===== config.mk =====
export PLATFORM = sky130hd
export DESIGN_NAME = fc_layer_sched
export DESIGN_NICKNAME = d
export VERILOG_FILES = /design/src/rtl/fc_layer_sched.sv
export SDC_FILE = /design/constraint.sdc
export NUM_CORES = 1
export LEC_CHECK = 0
export BUFFER_PORTS_ARGS = -buffer_cell sky130_fd_sc_hd__buf_4
export CORE_MARGIN = 2
export CORE_UTILIZATION = 48
export CTS_CLUSTER_DIAMETER = 120
export DETAILED_ROUTE_END_ITERATION = 10
export PLACE_DENSITY = 0.76
export SLEW_MARGIN = 10
export SYNTH_ARGS = -nofsm -noshare
export SYNTH_HDL_FRONTEND = slang
export SYNTH_SLANG_ARGS = --single-unit
export TNS_END_PERCENT = 20

===== constraint.sdc =====
create_clock -name clk -period 1.65 [get_ports clk]
set_input_delay 0.0825 -clock clk [delete_from_list [all_inputs] [get_ports clk]]
set_output_delay 0.0825 -clock clk [all_outputs]
set_load 0.01 [all_outputs]

===== src/rtl/fc_layer_sched.sv =====
// fc_layer_sched: feeds (ht, weight, os) operand pairs to the shared 24x8 MAC.
// Define FC_SCHED_ABORT_EN to add the i_abort / o_frame_aborted pair.
module fc_layer_sched #(
   parameter int QZ          = 24,
   parameter int QZ_D        = 8,
   parameter int OUTPUT_SIZE = 2,
   parameter int HIDDEN_SIZE = 512,
   parameter int MULT_LAT    = 5,
   parameter int HS_W        = $clog2(HIDDEN_SIZE) + 1,
   parameter int OS_W        = $clog2(OUTPUT_SIZE) + 1,
   parameter int WA_W        = $clog2(HIDDEN_SIZE * OUTPUT_SIZE) + 1
) (
   input  logic            clk,
   input  logic            rst_n,
   input  logic            i_start,
`ifdef FC_SCHED_ABORT_EN
   input  logic            i_abort,
   output logic            o_frame_aborted,
`endif
   output logic            o_busy,
   output logic            o_ht_rd_en,
   output logic [HS_W-1:0] o_ht_rd_adr,
   input  logic [QZ-1:0]   i_ht_rd_data,
   output logic            o_w_rd_en,
   output logic [WA_W-1:0] o_w_rd_adr,
   input  logic [QZ_D-1:0] i_w_rd_data,
   input  logic            i_mac_ready,
   output logic            o_mac_valid,
   output logic [QZ-1:0]   o_mac_ht,
   output logic [QZ_D-1:0] o_mac_w,
   output logic [OS_W-1:0] o_mac_os,
   output logic            o_mac_first,
   output logic            o_mac_last,
   output logic            o_frame_done
);

   localparam int CW = $clog2(MULT_LAT + 1) + 1;

   localparam logic [HS_W-1:0] HS_LAST  = HS_W'(HIDDEN_SIZE - 1);
   localparam logic [HS_W-1:0] HS_ONE   = HS_W'(1);
   localparam logic [OS_W-1:0] OS_LAST  = OS_W'(OUTPUT_SIZE - 1);
   localparam logic [OS_W-1:0] OS_ONE   = OS_W'(1);
   localparam logic [WA_W-1:0] WA_ONE   = WA_W'(1);
   localparam logic [CW-1:0]   CNT_ONE  = CW'(1);
   localparam logic [CW-1:0]   CNT_LOAD = CW'((MULT_LAT > 1) ? MULT_LAT - 1 : 0);

   typedef enum logic [2:0] {
      S_IDLE,
      S_FETCH,
      S_LATCH,
      S_ISSUE,
      S_DRAIN
   } state_t;

   state_t          r_state;
   logic            r_busy;
   logic [HS_W-1:0] r_hs;
   logic [OS_W-1:0] r_os;
   logic [WA_W-1:0] r_wadr;
   logic [CW-1:0]   r_cnt;
   logic [QZ-1:0]   r_ht;
   logic            r_mac_valid;
   logic [QZ-1:0]   r_mac_ht;
   logic [OS_W-1:0] r_mac_os;
   logic            r_mac_first;
   logic            r_mac_last;
   logic [QZ_D-1:0] r_w_hold;
   logic            r_frame_done;
`ifdef FC_SCHED_ABORT_EN
   logic            r_frame_aborted;
`endif

   logic w_abort;
   logic w_issue;
   logic w_os_end;
   logic w_hs_end;

`ifdef FC_SCHED_ABORT_EN
   assign w_abort = i_abort && (r_state != S_IDLE);
`else
   assign w_abort = 1'b0;
`endif

   // an abort wins over a ready issue so no operand escapes after it
   assign w_issue  = (r_state == S_ISSUE) && i_mac_ready && !w_abort;
   assign w_os_end = (r_os == OS_LAST);
   assign w_hs_end = (r_hs == HS_LAST);

   always_ff @(posedge clk or negedge rst_n) begin
      if (!rst_n) begin
         r_state      <= S_IDLE;
         r_busy       <= 1'b0;
         r_hs         <= '0;
         r_os         <= '0;
         r_wadr       <= '0;
         r_cnt        <= '0;
         r_ht         <= '0;
         r_mac_valid  <= 1'b0;
         r_mac_ht     <= '0;
         r_mac_os     <= '0;
         r_mac_first  <= 1'b0;
         r_mac_last   <= 1'b0;
         r_w_hold     <= '0;
         r_frame_done <= 1'b0;
`ifdef FC_SCHED_ABORT_EN
         r_frame_aborted <= 1'b0;
`endif
      end else begin
         if (r_mac_valid) begin
            r_w_hold <= i_w_rd_data;
         end
         if (w_abort) begin
            r_state      <= S_IDLE;
            r_busy       <= 1'b0;
            r_hs         <= '0;
            r_os         <= '0;
            r_wadr       <= '0;
            r_cnt        <= '0;
            r_mac_valid  <= 1'b0;
            r_frame_done <= 1'b0;
`ifdef FC_SCHED_ABORT_EN
            r_frame_aborted <= 1'b1;
`endif
         end else begin
            r_frame_done <= 1'b0;
`ifdef FC_SCHED_ABORT_EN
            r_frame_aborted <= 1'b0;
`endif
            r_mac_valid <= w_issue;
            if (w_issue) begin
               r_mac_ht    <= r_ht;
               r_mac_os    <= r_os;
               r_mac_first <= (r_hs == '0);
               r_mac_last  <= w_hs_end && w_os_end;
            end
            unique case (r_state)
               S_IDLE: begin
                  // the cycle of frame_done itself never accepts a start
                  if (i_start && !r_frame_done) begin
                     r_state <= S_FETCH;
                     r_busy  <= 1'b1;
                  end
               end
               S_FETCH: begin
                  r_state <= S_LATCH;
               end
               S_LATCH: begin
                  r_ht    <= i_ht_rd_data;
                  r_os    <= '0;
                  r_state <= S_ISSUE;
               end
               S_ISSUE: begin
                  if (w_issue) begin
                     if (w_os_end) begin
                        r_os <= '0;
                        if (w_hs_end) begin
                           r_hs    <= '0;
                           r_wadr  <= '0;
                           r_state <= S_DRAIN;
                        end else begin
                           r_hs    <= r_hs + HS_ONE;
                           r_wadr  <= r_wadr + WA_ONE;
                           r_state <= S_FETCH;
                        end
                     end else begin
                        r_os   <= r_os + OS_ONE;
                        r_wadr <= r_wadr + WA_ONE;
                     end
                  end
               end
               S_DRAIN: begin
                  if (r_mac_valid && r_mac_last) begin
                     if (MULT_LAT <= 1) begin
                        r_state      <= S_IDLE;
                        r_busy       <= 1'b0;
                        r_frame_done <= 1'b1;
                        r_cnt        <= '0;
                     end else begin
                        r_cnt <= CNT_LOAD;
                     end
                  end else if (r_cnt == CNT_ONE) begin
                     r_state      <= S_IDLE;
                     r_busy       <= 1'b0;
                     r_frame_done <= 1'b1;
                     r_cnt        <= '0;
                  end else if (r_cnt != '0) begin
                     r_cnt <= r_cnt - CNT_ONE;
                  end
               end
               default: begin
                  r_state <= S_IDLE;
               end
            endcase
         end
      end
   end

   assign o_busy       = r_busy;
   assign o_ht_rd_en   = (r_state == S_FETCH);
   assign o_ht_rd_adr  = r_hs;
   assign o_w_rd_en    = w_issue;
   assign o_w_rd_adr   = r_wadr;
   assign o_mac_valid  = r_mac_valid;
   assign o_mac_ht     = r_mac_ht;
   assign o_mac_w      = r_mac_valid ? i_w_rd_data : r_w_hold;
   assign o_mac_os     = r_mac_os;
   assign o_mac_first  = r_mac_first;
   assign o_mac_last   = r_mac_last;
   assign o_frame_done = r_frame_done;
`ifdef FC_SCHED_ABORT_EN
   assign o_frame_aborted = r_frame_aborted;
`endif

endmodule


* Yosys cells after proc, flatten, opt, wreduce, memory -nomap -nowiden
Cells that the tools add are included.
** Word-level totals
- Register bits after elaboration :: 93
- Logic and storage cells :: 71
** Cells by class
- Add/subtract/negate cells :: 4
- Equal/unequal tests :: 12
- Multiplexer cells :: 24
- Reduce and logical (&&, ||, !) cells :: 17
** Operators with widths (count)
- $mux 11 :: 2
- $mux 3 :: 6
- $pmux 3 s5 :: 1
- $mux 4 :: 3
- $add 11x1->11 const B :: 1
- $add 10x1->10 const B :: 1
- $eq 10x9->1 const B :: 1
- $logic_not 10->1 :: 1
- $mux 10 :: 1
- $ne 2x2->1 const B :: 5
- $mux 8 :: 1
- $eq 3x2->1 const B :: 2
- $mux 1 :: 6
- $reduce_and 2->1 :: 3
- $reduce_and 5->1 :: 1
- $eq 4x1->1 const B :: 1
- $logic_and 1x1->1 :: 4
- $mux 2 :: 2
- $pmux 2 s2 :: 1
- $reduce_and 4->1 :: 1
- $reduce_bool 2->1 :: 2
- $reduce_bool 4->1 :: 1
- $sub 4x1->4 const B :: 1
- $eq 3x1->1 const B :: 1
- other kinds (8) :: 8

* Depth between registers and ports, before layout
Gate-level depths: netlist of the first run.
- Depth in word-level cells :: 5
- Depth in mapped cells :: 7
- Depth with buffers taken out :: 6

* Worst setup path before layout of the first run
Ideal clock, no wire load.
- Kind :: register -> register
- Start point :: register r_hs[0] (netlist: o_ht_rd_adr[0])
- End point :: register r_hs[3] (netlist: o_ht_rd_adr[3])
- Setup time :: 0.122 ns
- Data arrival time :: 1.479 ns
- Setup slack :: 0.049 ns
- Stages on the path, launching flop included :: 7
- Buffers on the path :: 1
- Path through :: dfrtp_1 > ha_1 > nor2b_1 > nand3_1 > nor2_1 > buf_2 > nor2_1
** On the way
- Cells in the longest elaborated chain, start to end :: 2
** Ends and longest elaborated chain
- start, declared :: line 57 : logic [HS_W-1:0] r_hs;
- start signal, assigned :: line 161 : r_hs <= r_hs + HS_ONE;
- $add 10x1->10 or $eq 10x9->1 (tied branches) :: line 161, 87
- $mux 10 (*) :: line 156 : if (w_hs_end) begin
Mark *: on every way between the ends. The rest lies on a longest branch, timed or not.
A chain may end at the register's enable or synchronous reset.

* Worst setup path after layout of the first run
- Start point :: register r_state[2]
- End point :: register r_wadr[8] (netlist: o_w_rd_adr[8])
** On the way
- Cells in the longest elaborated chain, start to end :: 3
** Ends and longest elaborated chain
- start, declared :: line 55 : state_t r_state;
- start signal, assigned :: line 91 : r_state <= S_IDLE;
- start signal, assigned :: line 113 : r_state <= S_IDLE;
- start signal, assigned :: line 140 : r_state <= S_FETCH;
- $eq 3x2->1 (*) :: line 85, 136
- $logic_and 1x1->1 :: line 85 : assign w_issue = (r_state == S_ISSUE) && i_mac_ready && !w_abort;
- $reduce_and 2->1 (no line) (*)
- end signal, assigned :: line 162 : r_wadr <= r_wadr + WA_ONE;
- end signal, assigned :: line 167 : r_wadr <= r_wadr + WA_ONE;
- end, declared :: line 59 : logic [WA_W-1:0] r_wadr;
Marks and branches as above.

==> impl_summary.log, run 1 <==
[metrics] run status: finished, final reports clean
[metrics] x dimension of the die: between 90 and 100 um
[metrics] TritonCTS clock tree: done
[metrics] critical path fanouts, max: 7
[metrics] count of max-cap constraint violations: 0
[metrics] Slew @ Worst Pin: around 420 ps
[metrics] number of rows in the core area: 33
[metrics] Vias per Instance: between 4 and 5
[metrics] clock transition time at the flip-flop clock pins of the worst setup and hold paths: ~90 ps
[metrics] slowest library cell on the worst path: nor4_1
[metrics] cell family with most CP delay: simple AND/OR/NAND/NOR gates
[metrics] count of port buffers added during placement: 97
[metrics] cell leakage power: ~0.0027 uW
[metrics] end-of-flow core utilization: 0.686
[metrics] ordered cell list for the critical path: nand4b_1 > buf_4 > nor4_1 > xnor2_1 > nor2_1
[metrics] grt met2 use: 0.363
[metrics] type of the worst setup path: reg -> reg
[metrics] global-route met1 utilization: 0.261
[metrics] Post-synth top cells: nand2_1 (98), dfrtp_1 (93), mux2_2 (32)
[metrics] arrival time of the worst setup path: around 1800 ps
[metrics] via count of the first global-routing pass: about 3200
[metrics] CTS Buf Count: 9
[metrics] total length of routed wires: between 8000 and 9000 um
[metrics] placed inst area: slightly below 5000 um^2
[metrics] number of unique standard cell types used by synthesis: 43
[metrics] total via count after detailed routing: around 3200
[metrics] Crit. End Element: flip-flop
[metrics] final weighted congestion in routability-driven placement: 0.872
[metrics] number of cells produced by synthesis: roughly 370
[metrics] cell area after technology mapping: ~3900 um^2
[metrics] die area: ~8900 um^2
[metrics] worst relative slew slack: 0.719
[metrics] CTS H-tree depth: 3
[metrics] WP buf/inv: 1
[metrics] GRT overflow: 0
[metrics] post-synth top area share: 0.591
[metrics] leading post-synthesis cells by cell area: dfrtp_1 (59%), nand2_1 (9.3%), mux2_2 (9.2%)
[metrics] I/O pin cnt: 98
[metrics] DRC marker count from the first detailed-route iteration: 77
[metrics] global-route usage over all layers: 0.205
[metrics] worst path required time: ~1900 ps
[metrics] global-route wire length before repair: roughly 14000 um
[metrics] Layout Area Growth over Synthesis: 41.1%
[metrics] filler-free cell count of the finished design: approximately 630
[metrics] Achievable Freq: 0.630 GHz
[metrics] flop and latch count out of synthesis: 93
[metrics] setup violation total in the final timing report: 0
[metrics] initial standard-cell utilization of the core: 0.486
[metrics] smallest setup slack after layout: ~63 ps
[metrics] antenna violations before repair: 0
[metrics] ratio of cells with drive above 1 in the final layout: 0.348
[metrics] diode count: 0
[metrics] standard cell core area: between 8000 and 9000 um^2
[metrics] proportion of synthesized chip area in sequential cells: 0.591
[metrics] die extent in y: 94.6 um
[metrics] Post-DRT Antenna Nets: 0
[metrics] Yosys warning total: 0
[metrics] part of the cycle the worst path needs: 0.962
[metrics] number of flops mapped to enable cells by yosys: 0
[metrics] M3 GR Usage: 0.0327
[metrics] proportion of synthesized flip-flops having asynchronous set or reset: 1.00
[metrics] final number of max-transition violations: 0
[metrics] fin area: between 5000 and 6000 um^2
[metrics] Power Dens Cells: roughly 1600 nW/um^2
[metrics] worst setup slack for register-to-register paths: about 63 ps
[metrics] instance count after placement with tap cells included: 581
[metrics] number of hold-slack violations in the final timing report: 0
[metrics] placed wire-length estimate: 6010 um
[metrics] net total in the final layout: ~570
[metrics] per-instance average area after synthesis: approximately 11 um^2
[metrics] GRT busiest layer: met2
[metrics] TritonCTS Sinks: a little over 90
[metrics] clk_lat worst skew: between 300 and 400 ps
[metrics] flip-flop cell with the highest count after synthesis: dfrtp_1
[metrics] category of the worst setup path launch point: flip-flop
[metrics] count of TritonRoute iterations in the first routing pass: 4
[metrics] Post-route DRC: 0
[metrics] worst slack after detailed placement: -51.5 ps
[metrics] post-detailed-route wirelength per cell: about 14 um
[metrics] library cell used as clock root buffer: clkbuf_8
[metrics] delay of the slowest cell on the worst path: 410 ps
[metrics] biggest area consumer among synthesized cells: dfrtp_1
[metrics] Fin Clk Skew: between 6 and 7 ps
[metrics] post-layout min period: 1590 ps
[metrics] leading cell type by number of instances after synthesis: nand2_1
[metrics] pin count of the biggest net entering global routing: just over 70
[metrics] Max rail drop VDD: 912 uV
[metrics] worst min-delay path class: in -> reg
[metrics] maximum clock insertion buffer count: 2
[metrics] synthesized netlist net count: between 400 and 500
layout by cell type (no fill, tap or decap), types with 2 or more instances in the layout:
cell / count
clkbuf_8: 11
and3_1: 3
clkinv_4: 2
nand3_1: 11
a21oi_1: 3
nor3b_1: 3
mux2_2: 32
nand2_1: 97
buf_12: 3
inv_1: 8
nor3_1: 7
xor2_1: 2
dfrtp_2: 2
o31ai_1: 4
nand4b_1: 3
nand2b_1: 3
dfrtp_1: 91
nor2_1: 21
o21ai_0: 14
xnor2_1: 11
nor4_1: 2
nand4_1: 2
buf_4: 122
nor2b_1: 5
dlygate4sd3_1: 33
ha_1: 6
registers in the layout (all words and copies together), names as in the netlist:
signal        flops
o_busy            1
o_frame_done      1
o_ht_rd_adr      10
o_mac_first       1
o_mac_ht         24
o_mac_last        1
o_mac_os          2
o_mac_valid       1
o_w_rd_adr       11
r_cnt             4
r_ht             24
r_os              2
r_state           3
r_w_hold          8
kinds of logic (layout without fill, tap and decap cells):
family / after synthesis / in the layout / synth area share
multiplexers: 32 / 32 / 0.0915
AND/OR/NAND/NOR: 170 / 170 / 0.197
flip-flops: 93 / 93 / 0.591
buffers and inverters: 23 / 184 / 0.0257
XOR/XNOR: 13 / 13 / 0.0289
adder cells (fa/ha/maj): 6 / 6 / 0.0191
AO/OA/AOI/OAI: 30 / 30 / 0.0467
metal layers:
layer / part of all wire / vias to the layer above
li1: - / 1546
met1: 0.44 / 1533
met2: 0.51 / 74
met3: 0.039 / 9
met4: 0.012 / 0
met5: 0 / -
through the flow:
step / hold slack, ps / total power [uW] / setup TNS, ps
floorplan: -213 / 5550 / 0
CTS: 100 / 8920 / 0
global placement: -1.92 / 7100 / -0.714
detailed placement: -2.31 / 7250 / -115
global route: 145 / 9550 / -104
finish: 110 / 8940 / 0
report_power, final:
group / internal, uW / total, uW / switching [uW]
Combinational: 1940 / 3690 / 1740
Sequential: 3170 / 3690 / 520
Clock: 786 / 1570 / 781
cell type report:
cell class,count,area (um^2)
clock buffers,11,151
clock inverters,4,56.3
well taps,105,131
fillers,625,2540
multi-input cells,251,1520
repair buffers,160,1330
flip-flops and latches,93,2330
inverters,9,33.8
worst paths after layout:
path / from / endpoint / cells after the start
max: r_state[2] / o_w_rd_adr[8] / 5
min: i_mac_ready / r_os[0] / 4
max reg2reg: r_state[2] / o_w_rd_adr[8] / 5
min reg2reg: r_ht[15] / o_mac_ht[15] / 2
max in group asynchronous: rst_n / r_state[1] / 3
min in group asynchronous: rst_n / o_mac_ht[10] / 2
tightest hold or removal path: stages:
cell	delay (ps)
buf_4	110
nor2b_1	40
o21ai_0	130
nand2_1	50
repair_timing:
action	in CTS	in global routing
setup endpoints to repair	4	14
pin swaps	1	1
gates resized for setup	3	7
buffers inserted	1	3
hold endpoints to repair	55	0
hold buffers	33	0
(Power assumes the default switching activity.)
==> inputs of run 2 (changes only) <==
- CORE_UTILIZATION: 48 -> 57
- PLACE_DENSITY: 0.76 -> 0.85
- clock period: 1.65 -> 1.9 ns (I/O delays scaled with it)
==> run 2 against run 1 <==
  * Sequential cell count stayed put
  * Register-to-register slack better by 200 ps
  * Clock skew is 7.3 ps higher
  * Via count is 1.2% higher
  * Final cell count is 7.1% lower
  * Total power is 17% lower
  * Clock power is 21% lower
  * Setup slack better by 51 ps
  * Wire length is 3.6% higher
  * Critical endpoint is now o_w_rd_en
==> impl_summary.log, run 2 (same netlist as run 1, synthesis figures left out) <==
[metrics] post-detailed-route wirelength per cell: ~16 um
[metrics] type of the worst setup path: reg -> out
[metrics] depth of the worst register-to-register path: 5
[metrics] count of port buffers added during placement: between 90 and 100
[metrics] number of cells traversed by the worst hold path: 5
[metrics] initial standard-cell utilization of the core: 0.583
[metrics] worst relative slew slack: 0.689
[metrics] die extent in y: 87.1 um
[metrics] Max rail drop VDD: just over 900 uV
[metrics] clk_lat worst skew: ~360 ps
[metrics] Hold Path Origin: i_start
[metrics] clock transition time at the flip-flop clock pins of the worst setup and hold paths: ~90 ps
[metrics] TritonCTS Sinks: 93
[metrics] Reg-to-Reg Start: o_ht_rd_adr[0]
[metrics] ratio of cells with drive above 1 in the final layout: 0.313
[metrics] diode count: 0
[metrics] Post-DRT Antenna Nets: 0
[metrics] global-route wire length before repair: about 15000 um
[metrics] DRC marker count from the first detailed-route iteration: approximately 180
[metrics] global-route met1 utilization: 0.332
[metrics] Layout Area Growth over Synthesis: 34.7%
[metrics] standard cell core area: 6760 um^2
[metrics] Overall Power: ~7400 uW
[metrics] hold endpoint: o_busy
[metrics] TritonCTS clock tree: done
[metrics] final number of max-transition violations: 0
[metrics] pin count of the biggest net entering global routing: 39
[metrics] category of the worst setup path launch point: flip-flop
[metrics] net total in the final layout: roughly 550
[metrics] Achievable Freq: 0.560 GHz
[metrics] number of rows in the core area: 30
[metrics] worst min-delay path class: in -> reg
[metrics] count of TritonRoute iterations in the first routing pass: 4
[metrics] Vias per Instance: between 5 and 6
[metrics] # fillers: approximately 430
[metrics] Power Dens Cells: between 1000 and 1500 nW/um^2
[metrics] cell leakage power: roughly 0.0026 uW
[metrics] critical register-to-register path endpoint: o_w_rd_adr[1]
[metrics] via count of the first global-routing pass: between 3000 and 4000
[metrics] Fin Clk Skew: between 10 and 15 ps
[metrics] library cell used as clock root buffer: clkbuf_8
[metrics] placed inst area: approximately 4800 um^2
[metrics] most frequent cells in the layout: buf_4 (104), nand2_1 (98), dfrtp_1 (93)
[metrics] CTS Buf Count: 9
[metrics] final weighted congestion in routability-driven placement: between 0.8 and 0.9
[metrics] maximum clock insertion buffer count: 2
[metrics] Post-route DRC: 0
[metrics] unrepaired setup endpoints after global routing: no
[metrics] Slew @ Worst Pin: 464 ps
[metrics] Post CTS Setup Buffer Count: 0
[metrics] Total Negative Setup Slacks: 0 ps
[metrics] placed wire-length estimate: 5930 um
[metrics] setup violation total in the final timing report: 0
[metrics] count of max-cap constraint violations: 0
[metrics] critical path fanouts, max: 31
[metrics] M3 GR Usage: 0.0474
[metrics] Crit. End Element: output port
[metrics] worst path required time: ~1800 ps
[metrics] post-layout min period: about 1800 ps
[metrics] CTS H-tree depth: 3
[metrics] GRT overflow: 0
[metrics] global-route usage over all layers: 0.254
[metrics] arrival time of the worst setup path: about 1700 ps
[metrics] fin area: approximately 5300 um^2
[metrics] die area: approximately 7600 um^2
[metrics] grt met2 use: 0.413
[metrics] x dimension of the die: between 80 and 90 um
[metrics] GRT busiest layer: met2
[metrics] total via count after detailed routing: around 3200
[metrics] antenna violations before repair: 0
[metrics] most common cell after layout, fill and taps aside: buf_4
[metrics] I/O pin cnt: 98
[metrics] part of the cycle the worst path needs: 0.940
[metrics] run status: finished, final reports clean
[metrics] number of hold-slack violations in the final timing report: 0
[metrics] total length of routed wires: between 9000 and 10000 um
[metrics] worst setup slack for register-to-register paths: 260 ps
[run 2: changes by cell type in the layout (fill, tap and decap cells not counted), sizes merged]
cell | before | now
buf | 126 | 106
bufinv | 1 | 0
clkbuf | 11 | 9
clkinv | 2 | 3
clkinvlp | 0 | 2
dlymetal6s2s | 1 | 0
inv | 10 | 11
[run 2: metal layers]
metal,vias up,wire length (um)
met5,-,0
met4,0,239
met3,17,468
met2,103,4670
met1,1583,3840
li1,1496,-
[run 2: what timing repair did]
item | CTS | global route
hold buffers | 33 | 0
resized for setup | 0 | 0
endpoints found under the setup margin | 0 | 0
hold endpoints to repair | 64 | 0
[run 2: through the flow]
step / cells / utilization / worst slack, ps / hold WS, ps
global route: 588 / 0.785 / 5.38 / 156
global placement: 539 / 0.709 / 336 / 69.0
finish: 588 / 0.785 / 114 / 131
CTS: 588 / 0.785 / 103 / 122
detailed placement: 539 / 0.709 / 254 / 75.7
floorplan: 367 / - / 299 / -201
[run 2: power by group]
part	total, uW	internal (uW)	switching (uW)
clock network	1240	496	739
logic	2880	1490	1390
registers	3330	2740	588
total	7440	4730	2710
[run 2: worst max-delay path by stage]
stage              startpoint        endpoint  slack, ps  cells past startpoint
5_1_grt            r_state[0]       o_w_rd_en          5                      4
3_3_place_gp       r_state[2]   o_w_rd_adr[4]        340                      6
2_1_floorplan  o_ht_rd_adr[0]  o_ht_rd_adr[3]        300                      6
4_1_cts            r_state[2]       o_w_rd_en        100                      4
3_5_place_dp       r_state[0]        r_cnt[3]        250                      3
6_report           r_state[2]       o_w_rd_en        110                      4
[run 2: cell type report]
type                       instances  area [um^2]  area share
sequential                        93         2330       0.439
multi-input combinational        251         1510       0.284
timing repair buffer             139         1150       0.217
clock buffer                       9          124      0.0234
tap                               80          100      0.0189
clock inverter                     7         60.1      0.0113
inverter                           9         33.8     0.00637
[run 2: worst max-delay path, stage by stage, from the launching register on]
cell and delay, ps:
dfrtp_1 450, nand4b_1 260, inv_1 110, buf_4 330
buf_4 190
